**src/rtl/rr_arb4.sv**
```systemverilog
// Four-way round-robin arbiter with a per-owner hold limit.
// Grants are registered; every grant is followed by a one-cycle RELEASE before IDLE.
module rr_arb4 #(
    parameter int MAX_HOLD = 15
) (
    input  logic       clk,
    input  logic       rst,
    input  logic [3:0] req,
    input  logic       done,
    output logic [3:0] gnt,
    output logic       busy,
    output logic [1:0] owner,
    output logic       timeout
);

    typedef enum logic [1:0] {IDLE, GRANT, RELEASE} state_t;

    state_t     state, state_nx;
    logic [1:0] ptr, ptr_nx, owner_nx, win;
    logic [3:0] hcnt, hcnt_nx, gnt_nx;
    logic       busy_nx, to_nx, found, hold_max, exit_grant;

    // First requester at or after the priority pointer, wrapping mod 4.
    always_comb begin
        win   = ptr;
        found = 1'b0;
        for (int i = 0; i < 4; i++) begin
            if (!found && req[ptr + 2'(i)]) begin
                win   = ptr + 2'(i);
                found = 1'b1;
            end
        end
    end

    assign hold_max   = (hcnt == 4'(MAX_HOLD));
    assign exit_grant = done || !req[owner] || hold_max;

    always_comb begin
        state_nx = state;
        ptr_nx   = ptr;
        hcnt_nx  = hcnt;
        gnt_nx   = gnt;
        busy_nx  = busy;
        owner_nx = owner;
        to_nx    = 1'b0;
        case (state)
            IDLE: begin
                if (found) begin
                    state_nx = GRANT;
                    gnt_nx   = 4'b0001 << win;
                    busy_nx  = 1'b1;
                    owner_nx = win;
                    hcnt_nx  = 4'd1;
                end
            end
            GRANT: begin
                if (exit_grant) begin
                    state_nx = RELEASE;
                    gnt_nx   = 4'b0000;
                    busy_nx  = 1'b0;
                    ptr_nx   = owner + 2'd1;
                    // DONE or a dropped request wins over expiry on the same edge
                    to_nx    = hold_max && !done && req[owner];
                end else begin
                    hcnt_nx = hcnt + 4'd1;
                end
            end
            RELEASE: state_nx = IDLE;
            default: state_nx = IDLE;
        endcase
    end

    always_ff @(posedge clk or posedge rst) begin
        if (rst) begin
            state   <= IDLE;
            ptr     <= 2'd0;
            hcnt    <= 4'd0;
            gnt     <= 4'b0000;
            busy    <= 1'b0;
            owner   <= 2'd0;
            timeout <= 1'b0;
        end else begin
            state   <= state_nx;
            ptr     <= ptr_nx;
            hcnt    <= hcnt_nx;
            gnt     <= gnt_nx;
            busy    <= busy_nx;
            owner   <= owner_nx;
            timeout <= to_nx;
        end
    end

endmodule

```
**config.mk**
```make
export PLATFORM = sky130hd
export DESIGN_NAME = rr_arb4
export DESIGN_NICKNAME = d
export VERILOG_FILES = /design/src/rtl/rr_arb4.sv
export SDC_FILE = /design/constraint.sdc
export NUM_CORES = 1
export LEC_CHECK = 0
export ABC_AREA = 1
export CORE_UTILIZATION = 40
export CTS_BUF_LIST = sky130_fd_sc_hd__clkbuf_8
export DETAILED_ROUTE_END_ITERATION = 12
export GPL_TIMING_DRIVEN = 0
export MAX_ROUTING_LAYER = met4
export PLACE_DENSITY = 0.7
export SLEW_MARGIN = 20
export SYNTH_ARGS = -nofsm -noshare
export SYNTH_HDL_FRONTEND = slang
export SYNTH_SLANG_ARGS = --single-unit
```
**constraint.sdc**
```tcl
create_clock -name clk -period 1.6 [get_ports clk]
set_input_delay 0.32 -clock clk [delete_from_list [all_inputs] [get_ports clk]]
set_output_delay 0.32 -clock clk [all_outputs]
set_load 0.02 [all_outputs]
```
Yosys cells after proc, flatten, opt, wreduce, memory -nomap -nowiden
Cells that the tools add are included.
{"block": "op_classes", "add_sub_neg": 5, "n_mul": 0, "div_mod_pow": 0, "n_lt_le_gt_ge": 5, "n_eq_ne": 5, "shifts": 1, "muxes": 31, "n_bitwise": 0, "reduce_logical": 19}
{"operator": "4-bit 2-to-1 mux", "n": 4}
{"operator": "4-bit one-hot mux with 2 select lines", "n": 2}
{"operator": "2-bit by 3-bit < comparator with 1-bit output, second input constant", "n": 5}
{"operator": "1-bit 2-to-1 mux", "n": 13}
{"operator": "1-bit binary-select mux with 2-bit select", "n": 5}
{"operator": "2-bit 2-to-1 mux", "n": 5}
{"operator": "2-bit inequality test, second input constant", "n": 3}
{"operator": "2-bit AND reduction", "n": 3}
{"operator": "3-bit AND reduction", "n": 2}
{"operator": "1-bit logical AND", "n": 5}
{"operator": "1-bit zero test", "n": 5}
{"operator": "2-bit by 1-bit adder with 2-bit output, second input constant", "n": 2}
{"operator": "2-bit adder, second input constant", "n": 2}
{"operator": "4-bit by 1-bit adder with 4-bit output, second input constant", "n": 1}
{"operator": "4-bit equality test, second input constant", "n": 1}
{"operator": "2-bit one-hot mux with 2 select lines", "n": 1}
{"operator": "1-bit by 2-bit left shift with 4-bit output, first input constant", "n": 1}
{"operator": "2-bit by 1-bit equality test with 1-bit output, second input constant", "n": 1}
{"operator": "2-bit zero test", "n": 1}
{"operator": "1-bit logical OR", "n": 2}
{"operator": "1-bit one-hot mux with 2 select lines", "n": 1}
{"operator": "2-bit nonzero test", "n": 1}
{"block": "word_totals", "reg_bits": 16, "latchBits": 0, "mem_bits_rw": 0, "mem_bits_ro": 0, "out_inout_bits": 8, "n_memories": 0}

Depth between registers and ports, before layout
Gate-level depths: netlist of the first run.
{"block": "logic_depth", "word_depth": 15, "ltp_mapped": 15, "ltp_nobuf": 14}

Worst setup path before layout of the first run
No wires, ideal clock.
{"block": "synth_timing", "path_type": "flip-flop to flip-flop", "from": "reg ptr[0]", "to": "reg gnt[1]", "setup_time_ps": 116, "arrival_ps": 1436, "required_time_ps": 1484, "setup_slack_ps": 48, "stages_incl_launch_ff": 14, "path_buffers": 1, "synth_period_minus_slack_ps": 1552, "path_cell_list": "dfrtp_1 -> inv_2 -> buf_6 -> nand2_1 -> nand2_1 -> nand2_1 -> nand2_2 -> nand3_4 -> o21ai_4 -> inv_4 -> nand2_2 -> inv_1 -> nand2_1 -> nand2_1"}
{"block": "synth_between", "elab_chain_len": 15, "word_cells_on_any_way": 29, "classes_between": "3 x add/sub; 1 x eq/ne; 1 x shift; 17 x mux; 7 x reduce/logical"}
{"item": "from (decl)", "line": "19", "text": "logic [1:0] ptr, ptr_nx, owner_nx, win;"}
{"item": "from (signal assigned)", "line": "84", "text": "ptr <= ptr_nx;"}
{"item": "branches (longest 15 deep; another with 2-bit by 1-bit adder with 2-bit output)"}
{"item": "to (signal assigned)", "line": "86", "text": "gnt <= gnt_nx;"}
{"item": "to (decl)", "line": "10", "text": "output logic [3:0] gnt,"}
Parallel ways; which one is timed is not known. The select of a mux whose other input is x is not followed.
A chain may end at the register's enable or synchronous reset.

Worst setup path in the final report of the first run
{"block": "layout_timing", "from": "reg ptr[0]", "to": "reg hcnt[0]"}
{"block": "layout_between", "elab_chain_len": 14, "word_cells_on_any_way": 23, "classes_between": "3 x add/sub; 1 x eq/ne; 12 x mux; 7 x reduce/logical"}
{"item": "branches (longest 11 deep; another with 2-bit by 1-bit adder with 2-bit output)"}
{"item": "1-bit 2-to-1 mux *", "line": "28", "text": "if (!found && req[ptr + 2'(i)]) begin"}
{"item": "2-bit inequality test (no line) *"}
{"item": "3-bit AND reduction (no line) *"}
{"item": "to (signal assigned)", "line": "85", "text": "hcnt <= hcnt_nx;"}
{"item": "to (decl)", "line": "20", "text": "logic [3:0] hcnt, hcnt_nx, gnt_nx;"}
Mark *: on every way between the ends. The select of a mux whose other input is x is not followed.

==> results of run 1 <==
==> cell families (layout without fill, tap and decap cells) <==
kind of cell | Yosys count | count (layout)
simple gates | 116 | 116
mux | 1 | 1
buf+inv | 18 | 47
xor+xnor | 2 | 2
flops | 16 | 16
compound gates | 10 | 10
fa+ha+maj | 1 | 1
==> worst min-delay path by stage <==
stage / startpoint / end / slack (ps) / cells after the start
2_1_floorplan: rst / busy$_DFFE_PP0P_ / 230 / 1
3_3_place_gp: busy$_DFFE_PP0P_ / busy$_DFFE_PP0P_ / 460 / 2
3_5_place_dp: busy$_DFFE_PP0P_ / busy$_DFFE_PP0P_ / 470 / 2
4_1_cts: gnt[2]$_DFFE_PP0P_ / gnt[2]$_DFFE_PP0P_ / 480 / 2
5_1_grt: gnt[2]$_DFFE_PP0P_ / gnt[2]$_DFFE_PP0P_ / 510 / 2
6_report: rst / gnt[0]$_DFFE_PP0P_ / 450 / 2
==> sequential cells by signal, indices dropped and copies added, names as in the netlist <==
name,flops
gnt,4
hcnt,4
owner,2
ptr,2
state,2
busy,1
timeout,1
==> synthesized netlist by cell type (2+ instances only) <==
cell / instances
o21ai_2: 2
nand3_1: 16
dfrtp_1: 16
nand2_1: 74
o21ai_1: 2
nor2_4: 2
inv_4: 2
inv_1: 12
nor2_1: 9
o21ai_0: 2
a21oi_1: 2
buf_6: 2
nand2_4: 2
nand2_2: 7
nand4_1: 3
==> through the flow <==
stage,utilization [%],TNS [ps]
after floorplan,-,0
after global placement,51.1,-4730
after detailed placement,51.1,-5190
after CTS,57.9,-218
after global routing,59.9,-1500
final,59.9,-455
==> per-layer routing <==
metal | vias up | routed length [um]
met5 | - | 0
met4 | 0 | 79
met3 | 8 | 74
met2 | 20 | 1520
met1 | 522 | 1290
li1 | 573 | -
==> layout make-up <==
cell class	instances	area [um2]	share of cell area, %
plain buffers	3	30.0	1.95
clock buffers	4	55.1	3.58
well taps	30	37.5	2.44
inverters	15	66.3	4.31
repair buffers	25	213	13.8
flip-flops and latches	16	400	26.0
multi-input cells	130	736	47.8
==> repair_timing <==
item / 4_1_cts / 5_1_grt
gates resized for setup: 28 / 13
endpoints found under the setup margin: 13 / 11
cloned: 1 / 0
setup buffers: 9 / 1
hold endpoints to repair: 0 / 0
pin swaps: 14 / 14
hold buffers: 0 / 0
==> power breakdown <==
group / internal [mW] / switching (mW)
registers: 0.566 / 0.127
clock network: 0.218 / 0.142
logic: 1.00 / 1.59
total: 1.79 / 1.86
==> results.sh, run 1 <==
export IMPL_status="complete, but fails checks"
export IMPL_violations="negative setup slack"
export IMPL_grt_first_pass_wirelength_um=4860
export IMPL_vias=1123
export IMPL_hpwlAfterDp_um=1980
export IMPL_cap_violations=0
export IMPL_clk_latency_ps=250
export IMPL_crit_path_start="ptr[0]$_DFFE_PP0P_"
export IMPL_reg2reg_setup_slack_ps=-70
export IMPL_grt_overflow_total=0
export IMPL_route_detailed_drc=0
export IMPL_diodes=0
export IMPL_cp_num_buf_inv=2
export IMPL_met2_usage_pct=34.8
export IMPL_max_freq_mhz=598
export IMPL_fin_cells=223
export IMPL_drtIter0Drc=47
export IMPL_clock_sinks=16
export IMPL_routed_wl_um=2960
export IMPL_synth_mux_area_share_pct=0.882
export IMPL_power_mw=3.64
export IMPL_cp_required_ps=1730
export IMPL_synthTopCellsByArea="dfrtp_1, nand2_1, nand3_1"
export IMPL_rsz0062_at_grt="true"
export IMPL_cp_depth=9
export IMPL_start_util_pct=44.2
export IMPL_cp_max_fo=7
export IMPL_reg2reg_from="ptr[0]$_DFFE_PP0P_"
export IMPL_antenna_found_initial=0
export IMPL_slew_viol_final=0
export IMPL_endpoint="hcnt[0]$_DFFE_PP0P_"
export IMPL_nets=202
export IMPL_grt_util_all_layers_pct=20.1
export IMPL_core_region_area_um2=2570
export IMPL_die_x_um=55.3
export IMPL_worstReg2RegEnd="hcnt[0]$_DFFE_PP0P_"
export IMPL_peakVddDrop_v=0.00150
export IMPL_use_met1_pct=23.7
export IMPL_synthSimpleGateAreaFrac_pct=46.9
export IMPL_grt_busiest_layer="met2"
export IMPL_layout_min_cycle_time_ps=1670
export IMPL_holdWs_ps=446
export IMPL_grt_max_degree=17
export IMPL_cp_slowest_stage_delay_ps=410
export IMPL_setup_viol=10
export IMPL_ctsHtreeMaxLevel=1
export IMPL_synth_distinct_cells=26
export IMPL_slowest_stage="dfrtp_1"
export IMPL_portBuffers=14
export IMPL_synth_top_area_share_pct=35.3
export IMPL_synth_ff_type="dfrtp_1"
export IMPL_final_common_cell="nand2_1"
export IMPL_place_congestion=0.801
export IMPL_slew_headroom_pct=60.4
export IMPL_cp_data_arrival_time_ps=1800
export IMPL_root_buffer="clkbuf_8"
export IMPL_synth_top_family_by_area="simple AND/OR/NAND/NOR gates"
export IMPL_firstDrtPassIters=4
export IMPL_routedWlPerCell_um=13.3
export IMPL_p_leak_nw=0.797
export IMPL_final_setup_worst_slack_ps=-72.6
export IMPL_cts_buffers=3
export IMPL_clkTransAtPathRegs_ps=60
export IMPL_layout_drive_gt1_share_pct=33.7
export IMPL_crit_type="register to register"
export IMPL_end_kind="register"
export IMPL_worstRegToRegCells=9
export IMPL_postRouteAntennaNets=0
export IMPL_synth_fa_ha_area_share_pct=1.10
export IMPL_dp_slack_ps=-465
export IMPL_placed_area_um2=1310
export IMPL_tightest_slew_ps=594
export IMPL_synth_top_cell_by_area="dfrtp_1"
export IMPL_fin_crit_sh_pct=105
export IMPL_ys_seq_elements=16
export IMPL_die_h_um=55.3
export IMPL_async_flop_share_pct=100
export IMPL_syn_nets=172
export IMPL_fill_cells=247
export IMPL_powerDensity_nw_per_um2=2370
export IMPL_crit_chain="buf_4, nand2_1, nand3_2, nand2_4, nand3_4, o21ai_4, inv_4, nor2_4, mux2i_1"
export IMPL_clock_path_buffers=2
export IMPL_synth_xor_area_share_pct=1.54
export IMPL_hp_class="primary input to async pin"
export IMPL_gr_usage_met3_pct=2.58
export IMPL_syn_avg_cell_area_um2=6.92
export IMPL_yosysWarnings=0
export IMPL_final_area_um2=1540
export IMPL_ios=15
export IMPL_num_rows=18
export IMPL_vias_per_cell=5.04
export IMPL_synth_compound_area_share_pct=6.28
export IMPL_startpoint_type="register"
export IMPL_syn_to_final_growth_pct=35.5
export IMPL_synth_edff_count=0
export IMPL_syn_cell_area_um2=1130
export IMPL_fin_skew_ps=2.78
export IMPL_synth_cells=164
export IMPL_final_cell_mix="nand2_1, nand2_2, dfrtp_1"
export IMPL_grt_pass1_vias=1124
export IMPL_cts_tree="yes"
export IMPL_synth_seq_area_share_pct=35.3
export IMPL_cp_top_family="simple AND/OR/NAND/NOR gates"
export IMPL_hold_violations=0
export IMPL_floorplan_die_area_um2=3050
export IMPL_place_inst=208
No activity file was read; power rests on OpenSTA's default activity.
==> inputs of run 2 (changes only) <==
--- a/config.mk
+++ b/config.mk
@@ -5,14 +5,14 @@
 export SDC_FILE = /design/constraint.sdc
 export NUM_CORES = 1
 export LEC_CHECK = 0
-export ABC_AREA = 1
 export CORE_UTILIZATION = 40
 export CTS_BUF_LIST = sky130_fd_sc_hd__clkbuf_8
 export DETAILED_ROUTE_END_ITERATION = 12
 export GPL_TIMING_DRIVEN = 0
 export MAX_ROUTING_LAYER = met4
-export PLACE_DENSITY = 0.7
+export PLACE_DENSITY = 0.72
 export SLEW_MARGIN = 20
 export SYNTH_ARGS = -nofsm -noshare
 export SYNTH_HDL_FRONTEND = slang
 export SYNTH_SLANG_ARGS = --single-unit
+export TNS_END_PERCENT = 1
==> run 2 against run 1 <==
  * The flow now finishes without violations
  * Critical path depth fell by 8
  * Register-to-register slack improved by 190 ps
  * Sequential share of layout area rose by 8.6 points
  * Routed wire length fell by 37%
  * Die area fell by 20%
  * Via count fell by 35%
  * Combinational power fell by 61%
  * Clock-buffer cell count did not move
  * Synthesized cell count fell by 46%
  * Cell area fell by 25%
  * Non-clock buffer count fell by 9
  * Critical path type is now register to output port
  * Critical endpoint is now gnt[2]
==> results.sh, run 2 <==
export IMPL_status="finished, final reports clean"
export IMPL_end_kind="output port"
export IMPL_root_buffer="clkbuf_8"
export IMPL_cp_required_ps=1280
export IMPL_fin_crit_sh_pct=95.8
export IMPL_max_freq_mhz=652
export IMPL_clkPwrFrac_pct=17.3
export IMPL_reg_top3="gnt x4, hcnt x4"
export IMPL_startpoint_type="register"
export IMPL_powerDensity_nw_per_um2=1780
export IMPL_syn_nets=96
export IMPL_final_common_cell="dfrtp_1"
export IMPL_switching_power_mw=0.809
export IMPL_clock_path_buffers=2
export IMPL_final_cell_mix="dfrtp_1, nand2_1, clkdlybuf4s50_1"
export IMPL_postRouteAntennaNets=0
export IMPL_setup_viol=0
export IMPL_reg2reg_setup_slack_ps=120
export IMPL_yosysWarnings=0
export IMPL_fin_cells=134
export IMPL_async_flop_share_pct=100
export IMPL_route_detailed_drc=0
export IMPL_syn_cell_area_um2=896
export IMPL_worstReg2RegEnd="ptr[1]$_DFFE_PP0P_"
export IMPL_place_inst=128
export IMPL_reg2reg_from="owner[0]$_DFFE_PP0P_"
export IMPL_grt_overflow_total=0
export IMPL_antenna_found_initial=0
export IMPL_vias=728
export IMPL_slew_headroom_pct=59.1
export IMPL_final_setup_worst_slack_ps=66.4
export IMPL_slowest_stage="clkdlybuf4s50_1"
export IMPL_fill_cells=184
export IMPL_cp_data_arrival_time_ps=1210
export IMPL_num_rows=16
export IMPL_grt_pass1_vias=717
export IMPL_cap_violations=0
export IMPL_core_region_area_um2=2040
export IMPL_worstRegToRegCells=4
export IMPL_crit_chain="clkdlybuf4s50_1"
export IMPL_combPwrFrac_pct=49.4
export IMPL_fin_skew_ps=2.67
export IMPL_placed_area_um2=1060
export IMPL_hpwlAfterDp_um=1260
export IMPL_ios=15
export IMPL_clock_sinks=16
export IMPL_floorplan_die_area_um2=2430
export IMPL_synthTopCellsByArea="dfrtp_1, mux2i_1, nand2_1"
export IMPL_die_h_um=49.3
export IMPL_setup_tns_ps=0
export IMPL_hp_class="primary input to async pin"
export IMPL_syn_to_final_growth_pct=29.5
export IMPL_p_leak_nw=0.546
export IMPL_vias_per_cell=5.43
export IMPL_ctsHtreeMaxLevel=1
export IMPL_clkTransAtPathRegs_ps=60
export IMPL_grt_util_all_layers_pct=17.8
export IMPL_peakVddDrop_v=0.000899
export IMPL_synth_most_common_cell="dfrtp_1"
export IMPL_syn_avg_cell_area_um2=10.2
export IMPL_power_mw=2.06
export IMPL_layout_drive_gt1_share_pct=17.8
export IMPL_clk_latency_ps=250
export IMPL_internal_power_mw=1.25
export IMPL_synth_top_area_share_pct=44.7
export IMPL_cts_tree="yes"
export IMPL_layout_min_cycle_time_ps=1530
export IMPL_slew_viol_final=0
export IMPL_cp_top_family="buffers and inverters"
export IMPL_portBuffers=13
export IMPL_synth_ff_type="dfrtp_1"
export IMPL_cts_buffers=3
export IMPL_cp_slowest_stage_delay_ps=610
export IMPL_synth_edff_count=0
export IMPL_dp_slack_ps=-412
export IMPL_synth_distinct_cells=38
export IMPL_seqCellArea_um2=402
export IMPL_diodes=0
export IMPL_place_congestion=0.775
export IMPL_hold_violations=0
export IMPL_cp_max_fo=2
export IMPL_tightest_slew_ps=612
export IMPL_final_area_um2=1160
export IMPL_multiInputGateArea_um2=464
export IMPL_switching_share_pct=39.3
export IMPL_ys_seq_elements=16
export IMPL_cp_num_buf_inv=1
export IMPL_start_util_pct=43.9
export IMPL_firstDrtPassIters=4
export IMPL_seqPwrFrac_pct=33.3
export IMPL_grt_max_degree=17
export IMPL_synth_top_cells_by_count="dfrtp_1, nand2_1, inv_1"
export IMPL_drtIter0Drc=8
export IMPL_synth_top_cell_by_area="dfrtp_1"
export IMPL_synth_cells=88
export IMPL_nets=116
export IMPL_grt_first_pass_wirelength_um=3150
export IMPL_die_x_um=49.3
export IMPL_routed_wl_um=1870
export IMPL_routedWlPerCell_um=14.0
export IMPL_synth_seq_area_share_pct=44.7
export IMPL_crit_type="register to output port"
==> run 2: how the worst max path moves through the flow <==
stage                         startpoint                  to  cells past startpoint
finish                gnt[2]$_DFFE_PP0P_              gnt[2]                      1
global route        owner[1]$_DFFE_PP0P_  ptr[0]$_DFFE_PP0P_                      5
CTS                               req[0]  ptr[1]$_DFFE_PP0P_                      5
detailed placement                req[2]  ptr[1]$_DFFE_PP0P_                      5
global placement                  req[0]  ptr[1]$_DFFE_PP0P_                      5
floorplan           owner[1]$_DFFE_PP0P_  ptr[1]$_DFFE_PP0P_                      4
==> run 2: logic make-up (layout without fill, tap and decap cells) <==
logic type                 after synthesis  in the layout  share of synthesized area, %
xor gates and xnor gates                 1              1                         0.978
muxes                                    6              6                          7.26
buffers and inverters                   11             30                          5.73
AOI/OAI and AO/OA                       26             26                          24.9
DFF                                     16             16                          44.7
and+or+nand+nor                         27             27                          15.1
adders and majority gates                1              1                          1.40
==> run 2: layer usage <==
metal / wire length, um / share of wire, % / GRT usage, %
met3: 68 / 3.6 / 4.05
met2: 897 / 48 / 27.4
met1: 892 / 48 / 22.6
met5: 0 / 0 / -
met4: 15 / 0.80 / 6.86
==> run 2: cell type report <==
cell class	count	share of cell area, %
tap	27	2.91
buffer	4	2.48
multi-input combinational	61	40.0
inverter	7	2.27
timing repair buffer	15	12.9
clock buffer	4	4.75
sequential	16	34.6
==> run 2: stage by stage <==
stage               utilization, %  hold slack, ps
global route                  56.8             490
CTS                           55.4             476
floorplan                        -             234
global placement              52.0             503
detailed placement            52.0             526
finish                        56.8             449
==> run 2: repair_timing <==
item / 4_1_cts / 5_1_grt
buffers inserted: 2 / 0
resized for setup: 3 / 9
hold buffers: 0 / 0
endpoints found under the setup margin: 9 / 13
pin swaps: 1 / 1
==> run 2: power by group through the flow <==
stage               Combinational, mW  Clock (mW)  Sequential [mW]
floorplan                       0.605           0            0.740
global placement                0.929           0            0.678
detailed placement              0.946           0            0.686
CTS                             0.987       0.365            0.679
global route                     1.12       0.390            0.707
finish                           1.02       0.357            0.686
==> RTL change, RTL diff (settings of run 2) <==
Reset style: synchronous (`rst`), changed in one clocked block.
--- a/src/rtl/rr_arb4.sv
+++ b/src/rtl/rr_arb4.sv
@@ -70,7 +70,7 @@
         endcase
     end
 
-    always_ff @(posedge clk or posedge rst) begin
+    always_ff @(posedge clk) begin
         if (rst) begin
             state   <= IDLE;
             ptr     <= 2'd0;
Check against the original RTL: differs if rst is asserted again (counterexample within 4 cycles, from zero or initial values and one cycle with rst high); with rst held inactive, the same outputs for 10 cycles.
==> RTL change against run 2 <==
- final area fell by 0.22%
- count of clock-buffer cells in the layout shrank 1
- first-iteration DRC count increased by 63%
- worst hold slack gained 0.044 ns
- die area grew 1.2%
- routed wire length up 1.9%
- sequential cell count unchanged
- synthesized area grew 1.3%
- critical endpoint is now state[1]
- setup slack got worse by 0.016 ns
- fmax shrank 1.0%
Power is not compared: it rests on default switching activity, and its combinational part moved more than twofold at a synthesized area within 25%.
==> RTL change: results (changes against run 2) <==
* fraction of the mapped netlist area in compound gates: 0.2124, -0.03619
* Worst Max-Slew Pin Slew: 0.4021 ns, -0.2100 ns
* top_reg_cell synth: sky130_fd_sc_hd__dfxtp_1
* global routing usage summed across all routing layers: 0.1829, +0.004792
* terminus of the critical flop-to-flop path: ptr[0]
* multi-input combinational cell count: 72, +18%
* highest net fanout along the worst path: 7, +5
* largest net degree at the start of global routing: 11, -6
* worst path arrival time: 1.70 ns, +0.49 ns
* Critical R2R Launch: hcnt[0]
* proportion of layout cells with a drive suffix above 1: 0.2432, +0.06567
* async set or reset register ratio after synthesis: 0, -1.000
* grt met3 use: 0.05556, +0.01506
* FF+latch area: 322.8 µm², -20%
* non-clock inverter instance count of the final layout: 2, -5
* library cells used by synthesis: 41, +7.9%
* Final HPWL DP: 1.305 mm, +3.2%
* clkbuf count: 3, -1
* final-layout worst hold slack: 0.4932 ns, +0.04434 ns
* non-clock buffer count: 18, -1
* nets in the synthesized netlist: 101, +5.2%
* Post-Route WL: 1.909 mm, +1.9%
* adder and majority cell fraction of the synthesized area: 0.01379, -0.0001734
* Placed Cells: 134, +4.7%
* setup slack, reg-to-reg: 0.09 ns, -0.03 ns
* post-CTS resize count: 11, +8
* leading cell types by total area after synthesis: sky130_fd_sc_hd__dfxtp_1 35%, sky130_fd_sc_hd__nand3b_1 4.1%, sky130_fd_sc_hd__nor2b_1 4.1%, sky130_fd_sc_hd__o32ai_1 3.9%, sky130_fd_sc_hd__bufbuf_16 3.6%
* DR WL met3: 61 µm, -10%
* share of the yosys chip area belonging to registers: 0.3531, -0.09382
* Setup WS pre-CTS: -0.6223 ns, -0.2105 ns
* xor and xnor fraction of the mapped netlist area: 0.009655, -0.0001214
* path type of the worst min-delay path: reg2reg
* wire length of the first global-routing pass: 3.291 mm, +4.6%
* run status: finished clean
* synthesized area per cell: 9.754 µm², -4.2%
* met1 Resource Use GR: 0.2109, -0.01546
* clk cell area share: 0.03568, -0.01179
* min Tclk post-route: 1.549 ns, +0.01584 ns
* gpl congestion: 0.8588, +11%
* Port Buffer Count: 14, +1
* number of global-route vias before repair: 753, +5.0%
* NumNets Final: 121, +4.3%
-- RTL change: cell types whose count changed in the layout (fill, tap and decap cells not counted), moves of 3 or more --
cell,before,now
sky130_fd_sc_hd__nor2b_1,2,6
sky130_fd_sc_hd__dfrtp_1,15,0
sky130_fd_sc_hd__inv_1,7,2
sky130_fd_sc_hd__nand3b_1,1,5
sky130_fd_sc_hd__dlygate4sd2_1,2,5
sky130_fd_sc_hd__dlymetal6s2s_1,3,0
sky130_fd_sc_hd__a21oi_1,1,6
sky130_fd_sc_hd__dfxtp_1,0,14
sky130_fd_sc_hd__a211o_1,3,0
sky130_fd_sc_hd__nand2_1,11,4
-- RTL change: critical path, cell delays in order --
cell and delay, ns:
sky130_fd_sc_hd__clkdlybuf4s50_1 0.41, sky130_fd_sc_hd__or2_2 0.30, sky130_fd_sc_hd__o22ai_4 0.26, sky130_fd_sc_hd__a21boi_4 0.11
sky130_fd_sc_hd__buf_4 0.17, sky130_fd_sc_hd__nor2b_1 0.12
